===== config.mk =====
export PLATFORM = sky130hd
export DESIGN_NAME = sal_ref_ctrl
export DESIGN_NICKNAME = d
export VERILOG_FILES = /design/src/rtl/sal_ddr_pkg.sv /design/src/rtl/sal_refi_tick.sv /design/src/rtl/sal_ref_ctrl.sv
export SDC_FILE = /design/constraint.sdc
export NUM_CORES = 1
export LEC_CHECK = 0
export CAP_MARGIN = 25
export CORE_MARGIN = 5
export CORE_UTILIZATION = 40
export CTS_CLUSTER_SIZE = 20
export DETAILED_ROUTE_END_ITERATION = 7
export GPL_TIMING_DRIVEN = 0
export PLACE_DENSITY = 0.7
export SLEW_MARGIN = 30
export SYNTH_ARGS = -nofsm -noshare
export SYNTH_HDL_FRONTEND = slang
export SYNTH_HIERARCHICAL = 1
export SYNTH_SLANG_ARGS = --single-unit

===== constraint.sdc =====
create_clock -name clk -period 2.5 [get_ports clk]
set_input_delay 0.375 -clock clk [delete_from_list [all_inputs] [get_ports clk]]
set_output_delay 0.375 -clock clk [all_outputs]
set_load 0.1 [all_outputs]

===== src/rtl/sal_ddr_pkg.sv =====
// Shared DDR controller types: refresh scheduler state encoding and default widths.
package sal_ddr_pkg;

    localparam int DEF_REFI_WIDTH   = 16;
    localparam int DEF_CREDIT_WIDTH = 4;

    typedef enum logic [1:0] {
        S_IDLE = 2'd0,
        S_REQ  = 2'd1,
        S_GAP  = 2'd2
    } ref_state_e;

endpackage


===== src/rtl/sal_refi_tick.sv =====
// Reloadable tREFI down-counter: one-cycle tick at zero, reload on the same edge, hold while disabled.
module sal_refi_tick #(
    parameter int WIDTH = 16
) (
    input  logic             clk,
    input  logic             rst_n,
    input  logic             en,
    input  logic [WIDTH-1:0] reload_val,
    output logic             tick
);

    logic [WIDTH-1:0] cnt_q;

    assign tick = en & (cnt_q == '0);

    // reload_val is only sampled at zero, so a new interval applies from the next reload
    always_ff @(posedge clk) begin
        if (!rst_n) begin
            cnt_q <= reload_val;
        end else if (en) begin
            cnt_q <= (cnt_q == '0) ? reload_val : cnt_q - WIDTH'(1);
        end
    end

endmodule


===== src/rtl/sal_ref_ctrl.sv =====
// Per-bank auto-refresh scheduler: tREFI credits, postponement under traffic, urgency at threshold.
module sal_ref_ctrl
    import sal_ddr_pkg::*;
#(
    parameter int REFI_WIDTH   = DEF_REFI_WIDTH,
    parameter int CREDIT_WIDTH = DEF_CREDIT_WIDTH,
    parameter int MAX_POSTPONE = 8,
    parameter int URGENT_TH    = 6
) (
    input  logic                    clk,
    input  logic                    rst_n,
    input  logic                    ref_en_i,
    input  logic [REFI_WIDTH-1:0]   t_refi_m1_i,
    input  logic                    req_valid_i,
    input  logic                    ref_gnt_i,
    output logic                    ref_req_o,
    output logic                    ref_urgent_o,
    output logic [CREDIT_WIDTH-1:0] pending_o,
    output logic                    overflow_o
);

    localparam logic [CREDIT_WIDTH-1:0] MAX_P = CREDIT_WIDTH'(MAX_POSTPONE);
    localparam logic [CREDIT_WIDTH-1:0] URG_P = CREDIT_WIDTH'(URGENT_TH);

    ref_state_e              state_q, state_d;
    logic [CREDIT_WIDTH-1:0] pending_q;
    logic                    overflow_q;
    logic                    tick;
    logic                    dec;
    logic                    at_urgent;

    sal_refi_tick #(.WIDTH(REFI_WIDTH)) u_refi_tick (
        .clk        (clk),
        .rst_n      (rst_n),
        .en         (ref_en_i),
        .reload_val (t_refi_m1_i),
        .tick       (tick)
    );

    assign dec       = (state_q == S_REQ) & ref_gnt_i;
    assign at_urgent = (pending_q >= URG_P);

    always_ff @(posedge clk) begin
        if (!rst_n) begin
            state_q    <= S_IDLE;
            pending_q  <= '0;
            overflow_q <= 1'b0;
        end else begin
            state_q <= state_d;
            // A tick at the credit ceiling is lost; flag it until reset
            if (tick && !dec) begin
                if (pending_q == MAX_P) begin
                    overflow_q <= 1'b1;
                end else begin
                    pending_q <= pending_q + CREDIT_WIDTH'(1);
                end
            end else if (!tick && dec) begin
                pending_q <= pending_q - CREDIT_WIDTH'(1);
            end
        end
    end

    always_comb begin
        state_d = state_q;
        case (state_q)
            S_IDLE: begin
                if (ref_en_i && (pending_q != '0) && (!req_valid_i || at_urgent)) begin
                    state_d = S_REQ;
                end
            end
            S_REQ: begin
                // Disable withdraws the request even without a grant
                if (!ref_en_i) begin
                    state_d = S_IDLE;
                end else if (ref_gnt_i) begin
                    state_d = S_GAP;
                end
            end
            S_GAP:   state_d = S_IDLE;
            default: state_d = S_IDLE;
        endcase
    end

    assign ref_req_o    = (state_q == S_REQ);
    assign ref_urgent_o = ref_en_i & at_urgent;
    assign pending_o    = pending_q;
    assign overflow_o   = overflow_q;

endmodule


==> results of run 1 <==
cell families (layout without fill, tap and decap cells):
logic type	count (synthesis)	in the layout	share of synthesized area (%)
AND/OR/NAND/NOR	68	68	26.8
AO/OA/AOI/OAI	29	29	12.9
multiplexers	2	2	1.35
adder cells (fa/ha/maj)	5	5	4.74
XOR/XNOR	15	15	8.88
buffers and inverters	7	45	3.38
flip-flops	23	23	42.0
how the worst min path moves through the flow:
stage / depth (start not counted) / slack [ns] / end / startpoint
floorplan: 1 / 0.46 / state_q[0]$_SDFFE_PN0P_ / state_q[1]$_SDFFE_PN0P_
global placement: 1 / 0.45 / overflow_o$_SDFFE_PN0P_ / overflow_o$_SDFFE_PN0P_
detailed placement: 1 / 0.46 / overflow_o$_SDFFE_PN0P_ / overflow_o$_SDFFE_PN0P_
CTS: 1 / 0.48 / overflow_o$_SDFFE_PN0P_ / overflow_o$_SDFFE_PN0P_
global route: 1 / 0.52 / overflow_o$_SDFFE_PN0P_ / overflow_o$_SDFFE_PN0P_
finish: 1 / 0.48 / overflow_o$_SDFFE_PN0P_ / overflow_o$_SDFFE_PN0P_
cell usage after synthesis, types with 3 or more instances:
library cell | instances | area share (%)
sky130_fd_sc_hd__o21ai_0 | 16 | 5.4
sky130_fd_sc_hd__nor2b_1 | 3 | 1.3
sky130_fd_sc_hd__nand2b_1 | 3 | 1.3
sky130_fd_sc_hd__nor2_1 | 6 | 1.5
sky130_fd_sc_hd__xnor2_1 | 6 | 3.6
sky130_fd_sc_hd__dfxtp_1 | 7 | 9.5
sky130_fd_sc_hd__buf_6 | 3 | 2.3
sky130_fd_sc_hd__nor4_1 | 3 | 1.3
sky130_fd_sc_hd__nand3_1 | 3 | 1.0
sky130_fd_sc_hd__ha_1 | 4 | 3.4
sky130_fd_sc_hd__a21oi_1 | 3 | 1.0
sky130_fd_sc_hd__xor2_1 | 9 | 5.3
sky130_fd_sc_hd__nand2_1 | 25 | 6.3
sky130_fd_sc_hd__inv_1 | 3 | 0.76
sky130_fd_sc_hd__nor3_1 | 5 | 1.7
sky130_fd_sc_hd__edfxtp_1 | 16 | 32
sky130_fd_sc_hd__o22ai_1 | 3 | 1.3
sequential cells by signal, indices dropped and copies added (netlist names):
| register | count |
|---|---|
| overflow_o | 1 |
| pending_o | 4 |
| state_q | 2 |
| u_refi_tick/cnt_q | 16 |
through the flow:
stage,util [%],power (mW)
after floorplan,-,0.573
after global placement,50.2,0.629
after detailed placement,50.2,0.636
after CTS,53.3,0.878
after global routing,54.8,0.921
final,54.8,0.871
critical path, stage by stage, from the launching register on:
cell	delay, ns
sky130_fd_sc_hd__edfxtp_1	0.42
sky130_fd_sc_hd__inv_2	0.08
sky130_fd_sc_hd__ha_1	0.12
sky130_fd_sc_hd__or4b_4	0.47
sky130_fd_sc_hd__nor2_2	0.10
sky130_fd_sc_hd__and4_4	0.25
sky130_fd_sc_hd__o21ai_4	0.11
sky130_fd_sc_hd__ha_4	0.31
sky130_fd_sc_hd__nand3_4	0.09
sky130_fd_sc_hd__nor4bb_2	0.20
sky130_fd_sc_hd__a41oi_1	0.18
sky130_fd_sc_hd__nand2_1	0.07
layer usage:
| layer | share of wire, % | track usage (%) | vias to the layer above |
|---|---|---|---|
| met4 | 0 | 1.88 | 0 |
| met3 | 4.7 | 3.41 | 0 |
| li1 | - | - | 624 |
| met2 | 52 | 25.1 | 25 |
| met1 | 43 | 16.0 | 580 |
| met5 | 0 | 0 | - |
power groups by stage:
stage | registers, mW | logic (mW) | clock network, mW
after floorplan | 0.483 | 0.0902 | 0
after global placement | 0.490 | 0.138 | 0
after detailed placement | 0.492 | 0.143 | 0
after CTS | 0.487 | 0.153 | 0.237
after global routing | 0.493 | 0.174 | 0.254
final | 0.488 | 0.157 | 0.226
what timing repair did:
| action | 4_1_cts | 5_1_grt |
|---|---|---|
| setup buffers | 3 | 4 |
| gates resized for setup | 10 | 4 |
| pin swaps | 3 | 2 |
| hold buffers | 0 | 0 |
| cloned | 0 | 0 |
| endpoints found under the setup margin | 5 | 2 |
area by class of cell:
cell class / instances / area [um^2] / area share (%)
Inverter: 3 / 11.3 / 0.566
Buffer: 4 / 38.8 / 1.95
Clock buffer: 4 / 45.0 / 2.26
Tap cell: 48 / 60.1 / 3.02
Timing Repair Buffer: 34 / 322 / 16.2
Sequential cell: 23 / 621 / 31.2
Multi-Input combinational cell: 119 / 893 / 44.9
==> results.cfg, run 1 <==
[power_and_ir_drop]
net_switching_share_of_the_total_power_pct = 25.5
power.density_nw_per_um2 = 437
max-vdd-ir-drop_v = 0.000176
power.static_leakage_nw = 0.709
net-switching-power_uw = 222
power.share.sequential_pct = 56.1
power_report.internal_total_uw = 649
pwr-share-comb_pct = 18.0
clockPowerShare_pct = 25.9

[routing]
antenna_violating_nets_post_route = 0
wl_um = 3430
routedWlPerCell_um = 14.6
detail_route.first_pass.iterations = 4
vias = 1229
drc_markers = 0
drt-vias-per-instance = 5.23
drt_iter0_drc = 80

[finish]
layout.cells.most_common = sky130_fd_sc_hd__clkdlybuf4s50_1
final_layout_size_suffix_gt1_share_pct = 20.3
finish.net_count = 214
layout_common_cells = 26 x sky130_fd_sc_hd__clkdlybuf4s50_1, 25 x sky130_fd_sc_hd__nand2_1, 16 x sky130_fd_sc_hd__edfxtp_1, 15 x sky130_fd_sc_hd__o21ai_0, 9 x sky130_fd_sc_hd__xor2_1
finish.instance_area_um2 = 1990
fillerInstances = 336
area_delta_synth_final_pct = 34.6
final_cells = 235
ant_diodes = 0

[synthesis]
postSynthNetCount = 175
ys_seq_area_share_pct = 42.0
ys_async_sr_fraction_pct = 0
synth_edf_count = 16
yosys_warnings = 6
ys_ff_latch = 23
synth_cell_types = 43
postSynth.topFlopCell = sky130_fd_sc_hd__edfxtp_1
netlist_instances = 149
synthesis.area_per_instance_um2 = 9.93
total_standard_cell_area_after_synthesis_um2 = 1480

[placed_design]
place_hpwl_um = 2490
placed_cells_incl_taps = 224
post_place_instance_area_um2 = 1820
finalWeightedCongestion = 0.827
place_ws_ns = -0.509
buffer_ports.inserted = 27

[worst_setup_path]
startpoint = u_refi_tick/cnt_q[1]$_DFFE_PP_
crit_type = reg2reg
crit_arrival_ns = 2.66
worst-endpoint-required_ns = 2.65
timing.critical_path.from_type = flop
ff2ff_path_depth = 11
critPathCapture = pending_o[3]$_SDFFE_PN0P_
worstSetupEndpointType = flop
rrSetupSlack_ns = -0.009
critical_path.max_fanout = 4
timing.rr.start = u_refi_tick/cnt_q[1]$_DFFE_PP_
rr_endpoint = pending_o[3]$_SDFFE_PN0P_

[sta]
setup_repair_after_global_routing_missed_its_margin = yes
final.period_utilization_pct = 100
final_worst_path_period_need_ns = 2.51
finalWorstSetupSlack_ns = -0.00942
worst_clock_skew_ns = 0.00235
fin_hold_ws_ns = 0.479
timing_max_transition_violations_final = 0
final_hold_viol_count = 0
maxClockFrequency_ghz = 0.398
timing.final.setup_violations = 1
setup_total_negative_slack_ns = -0.00942
tightestPinTransition_ns = 0.972
maxSlewHeadroom_pct = 35.0

[clock_tree]
htreeDepth = 1
clock_path_buffers = 2
path_clk_slew_ns = 0.08
tritoncts.num_buffers = 3
clkSinkCount = 23
clk-insertion-delay-late_ns = 0.26
clockRootBuffer = sky130_fd_sc_hd__clkbuf_8
tritoncts = yes

[floorplan]
die_h_um = 70.8
placeableCoreArea_um2 = 3630
die-area_um2 = 5010
initial_utilization_pct = 40.7
io_pins = 28
die_width_um = 70.8
fp-row-count = 22

[global_routing]
grt.total_usage_pct = 13.5
grt_antenna_before_repair = 0
via_count_of_the_first_global_routing_pass = 1254
grt_first_pass_wirelength_um = 5640
grt_overflow = 0
grt_max_degree = 17

[outcome]
violated_checks = negative setup slack
outcome = complete, but fails checks

[hold_path]
hold_path.class = reg2reg

[flow_run]
max-cap-violations = 0
(Power assumes the default switching activity.)
==> run 2, diff against run 1 <==
--- a/config.mk
+++ b/config.mk
@@ -6,12 +6,15 @@
 export NUM_CORES = 1
 export LEC_CHECK = 0
 export CAP_MARGIN = 25
+export CELL_PAD_IN_SITES_DETAIL_PLACEMENT = 1
+export CELL_PAD_IN_SITES_GLOBAL_PLACEMENT = 2
 export CORE_MARGIN = 5
-export CORE_UTILIZATION = 40
+export CORE_UTILIZATION = 29
+export CTS_CLUSTER_DIAMETER = 100
 export CTS_CLUSTER_SIZE = 20
 export DETAILED_ROUTE_END_ITERATION = 7
 export GPL_TIMING_DRIVEN = 0
-export PLACE_DENSITY = 0.7
+export PLACE_DENSITY = 0.79
 export SLEW_MARGIN = 30
 export SYNTH_ARGS = -nofsm -noshare
 export SYNTH_HDL_FRONTEND = slang
==> results.cfg, run 2 (synthesized netlist as in run 1, its figures left out) <==
[outcome]
outcome = complete, but fails checks
violated_checks = negative setup slack

[routing]
drt-vias-per-instance = 4.98
detail_route.first_pass.iterations = 4
maxUsedRoutingLayer = met3
wl_um = 4120
drc_markers = 0
drt_iter0_drc = 51
wl_met1_um = 1860
routedWlPerCell_um = 16.2
vias = 1265
antenna_violating_nets_post_route = 0
detailroute.wirelength.met3_um = 152
routed-wl-met2_um = 2100

[sta]
maxClockFrequency_ghz = 0.396
final_worst_path_period_need_ns = 2.53
fin_hold_ws_ns = 0.478
final_hold_viol_count = 0
timing.final.setup_violations = 1
final.period_utilization_pct = 101
worst_clock_skew_ns = 0.00772
maxSlewHeadroom_pct = 34.9
finalWorstSetupSlack_ns = -0.0279
setup_repair_after_global_routing_missed_its_margin = yes
tightestPinTransition_ns = 0.974
timing_max_transition_violations_final = 0

[worst_setup_path]
ff2ff_path_depth = 11
critical_path.max_fanout = 4
crit_path_cell_trace = inv_2 -> ha_1 -> or4b_4 -> nor2_4 -> and4_4 -> o21ai_4 -> ha_4 -> nand3_4 -> nor4bb_4 -> a41oi_2 -> nand2_1
crit_path_max_incr_delay_ns = 0.50
crit_type = reg2reg
worstSetupEndpointType = flop
crit_arrival_ns = 2.68
timing.rr.start = u_refi_tick/cnt_q[0]$_DFFE_PP_
worst-endpoint-required_ns = 2.66
rr_endpoint = pending_o[3]$_SDFFE_PN0P_
crit_slowest_cell = sky130_fd_sc_hd__or4b_4
rrSetupSlack_ns = -0.03
timing.critical_path.from_type = flop

[placed_design]
finalWeightedCongestion = 0.807
place_hpwl_um = 2970
placed_cells_incl_taps = 246
post_place_instance_area_um2 = 1850
buffer_ports.inserted = 27

[finish]
finish.instance_area_um2 = 2040
final_cells = 254
ant_diodes = 0
area_delta_synth_final_pct = 37.7
layout_common_cells = 25 x sky130_fd_sc_hd__nand2_1, 24 x sky130_fd_sc_hd__clkdlybuf4s50_1, 16 x sky130_fd_sc_hd__edfxtp_1, 15 x sky130_fd_sc_hd__o21ai_0, 9 x sky130_fd_sc_hd__xor2_1
finish.net_count = 211
fillerInstances = 565
final_core_density_pct = 40.4
layout.cells.most_common = sky130_fd_sc_hd__nand2_1
largest-register = u_refi_tick/cnt_q
final_layout_size_suffix_gt1_share_pct = 20.1
largest_register_ffs = 16

[clock_tree]
clkSinkCount = 23
htreeDepth = 1
clockRootBuffer = sky130_fd_sc_hd__clkbuf_8
clock_path_buffers = 2
path_clk_slew_ns = 0.10
tritoncts = yes
clk-insertion-delay-late_ns = 0.27
tritoncts.num_buffers = 3
hold_buffers = 0

[global_routing]
grt_max_degree = 17
grt_antenna_before_repair = 0
grt.total_usage_pct = 12.7
grt_overflow = 0
grt_first_pass_wirelength_um = 6510
via_count_of_the_first_global_routing_pass = 1357

[floorplan]
initial_utilization_pct = 29.3
die_width_um = 81.4
fp-row-count = 26
io_pins = 28
die-area_um2 = 6630
placeableCoreArea_um2 = 5040
die_h_um = 81.4

[flow_run]
max-cap-violations = 0

[power_and_ir_drop]
power.density_nw_per_um2 = 438
max-vdd-ir-drop_v = 0.000260
power.static_leakage_nw = 0.744
totalPowerFinal_uw = 892

[hold_path]
hold_path_end = overflow_o$_SDFFE_PN0P_
worst_hold_depth = 1
hold_path.class = reg2reg
min_from = overflow_o$_SDFFE_PN0P_
==> run 2: timing repair <==
item                       CTS  global route
pin swaps                    2             3
resized for setup           10            10
setup buffers                3             1
setup endpoints to repair    5             3
==> run 2: routing by layer <==
layer	global-route usage [%]	up-vias
met5	0	-
met3	3.29	0
met4	1.52	0
li1	-	614
met2	23.7	21
met1	14.8	630
==> run 2: metrics by stage <==
stage / TNS (ns) / worst slack (ns)
after floorplan: 0 / 0.00320
after global placement: -0.765 / -0.384
after detailed placement: -1.09 / -0.504
after CTS: -0.0671 / -0.0671
after global routing: -0.209 / -0.149
final: -0.0279 / -0.0279
==> run 2: how the worst max path moves through the flow <==
stage	startpoint	end
2_1_floorplan	u_refi_tick/cnt_q[0]$_DFFE_PP_	pending_o[3]$_SDFFE_PN0P_
3_3_place_gp	u_refi_tick/cnt_q[4]$_DFFE_PP_	pending_o[3]$_SDFFE_PN0P_
3_5_place_dp	u_refi_tick/cnt_q[4]$_DFFE_PP_	pending_o[3]$_SDFFE_PN0P_
4_1_cts	u_refi_tick/cnt_q[0]$_DFFE_PP_	pending_o[3]$_SDFFE_PN0P_
5_1_grt	u_refi_tick/cnt_q[0]$_DFFE_PP_	pending_o[3]$_SDFFE_PN0P_
6_report	u_refi_tick/cnt_q[0]$_DFFE_PP_	pending_o[3]$_SDFFE_PN0P_
==> run 2: critical path, delay by kind of cell, from the launching register on <==
family                     cells  cell delay, ns
DFF                            1            0.43
AOI/OAI and AO/OA              2            0.25
adders and majority gates      2            0.45
and+or+nand+nor                6            1.19
buffers and inverters          1            0.08
==> run 2: final cells by class <==
cell class,instances,area (um^2),share of cell area [%]
repair buffers,31,304,14.9
plain buffers,4,38.8,1.90
well taps,70,87.6,4.30
inverters,3,11.3,0.553
clock buffers,3,41.3,2.03
clock inverters,1,5.00,0.246
multi-input cells,119,928,45.6
flip-flops and latches,23,621,30.5
==> run 2: power by group <==
part | total (mW) | leakage (nW) | switching [mW] | internal [mW]
logic | 0.157 | 0.496 | 0.0725 | 0.0849
registers | 0.488 | 0.223 | 0.0412 | 0.447
clock network | 0.246 | 0.0255 | 0.135 | 0.112
total | 0.892 | 0.744 | 0.248 | 0.644
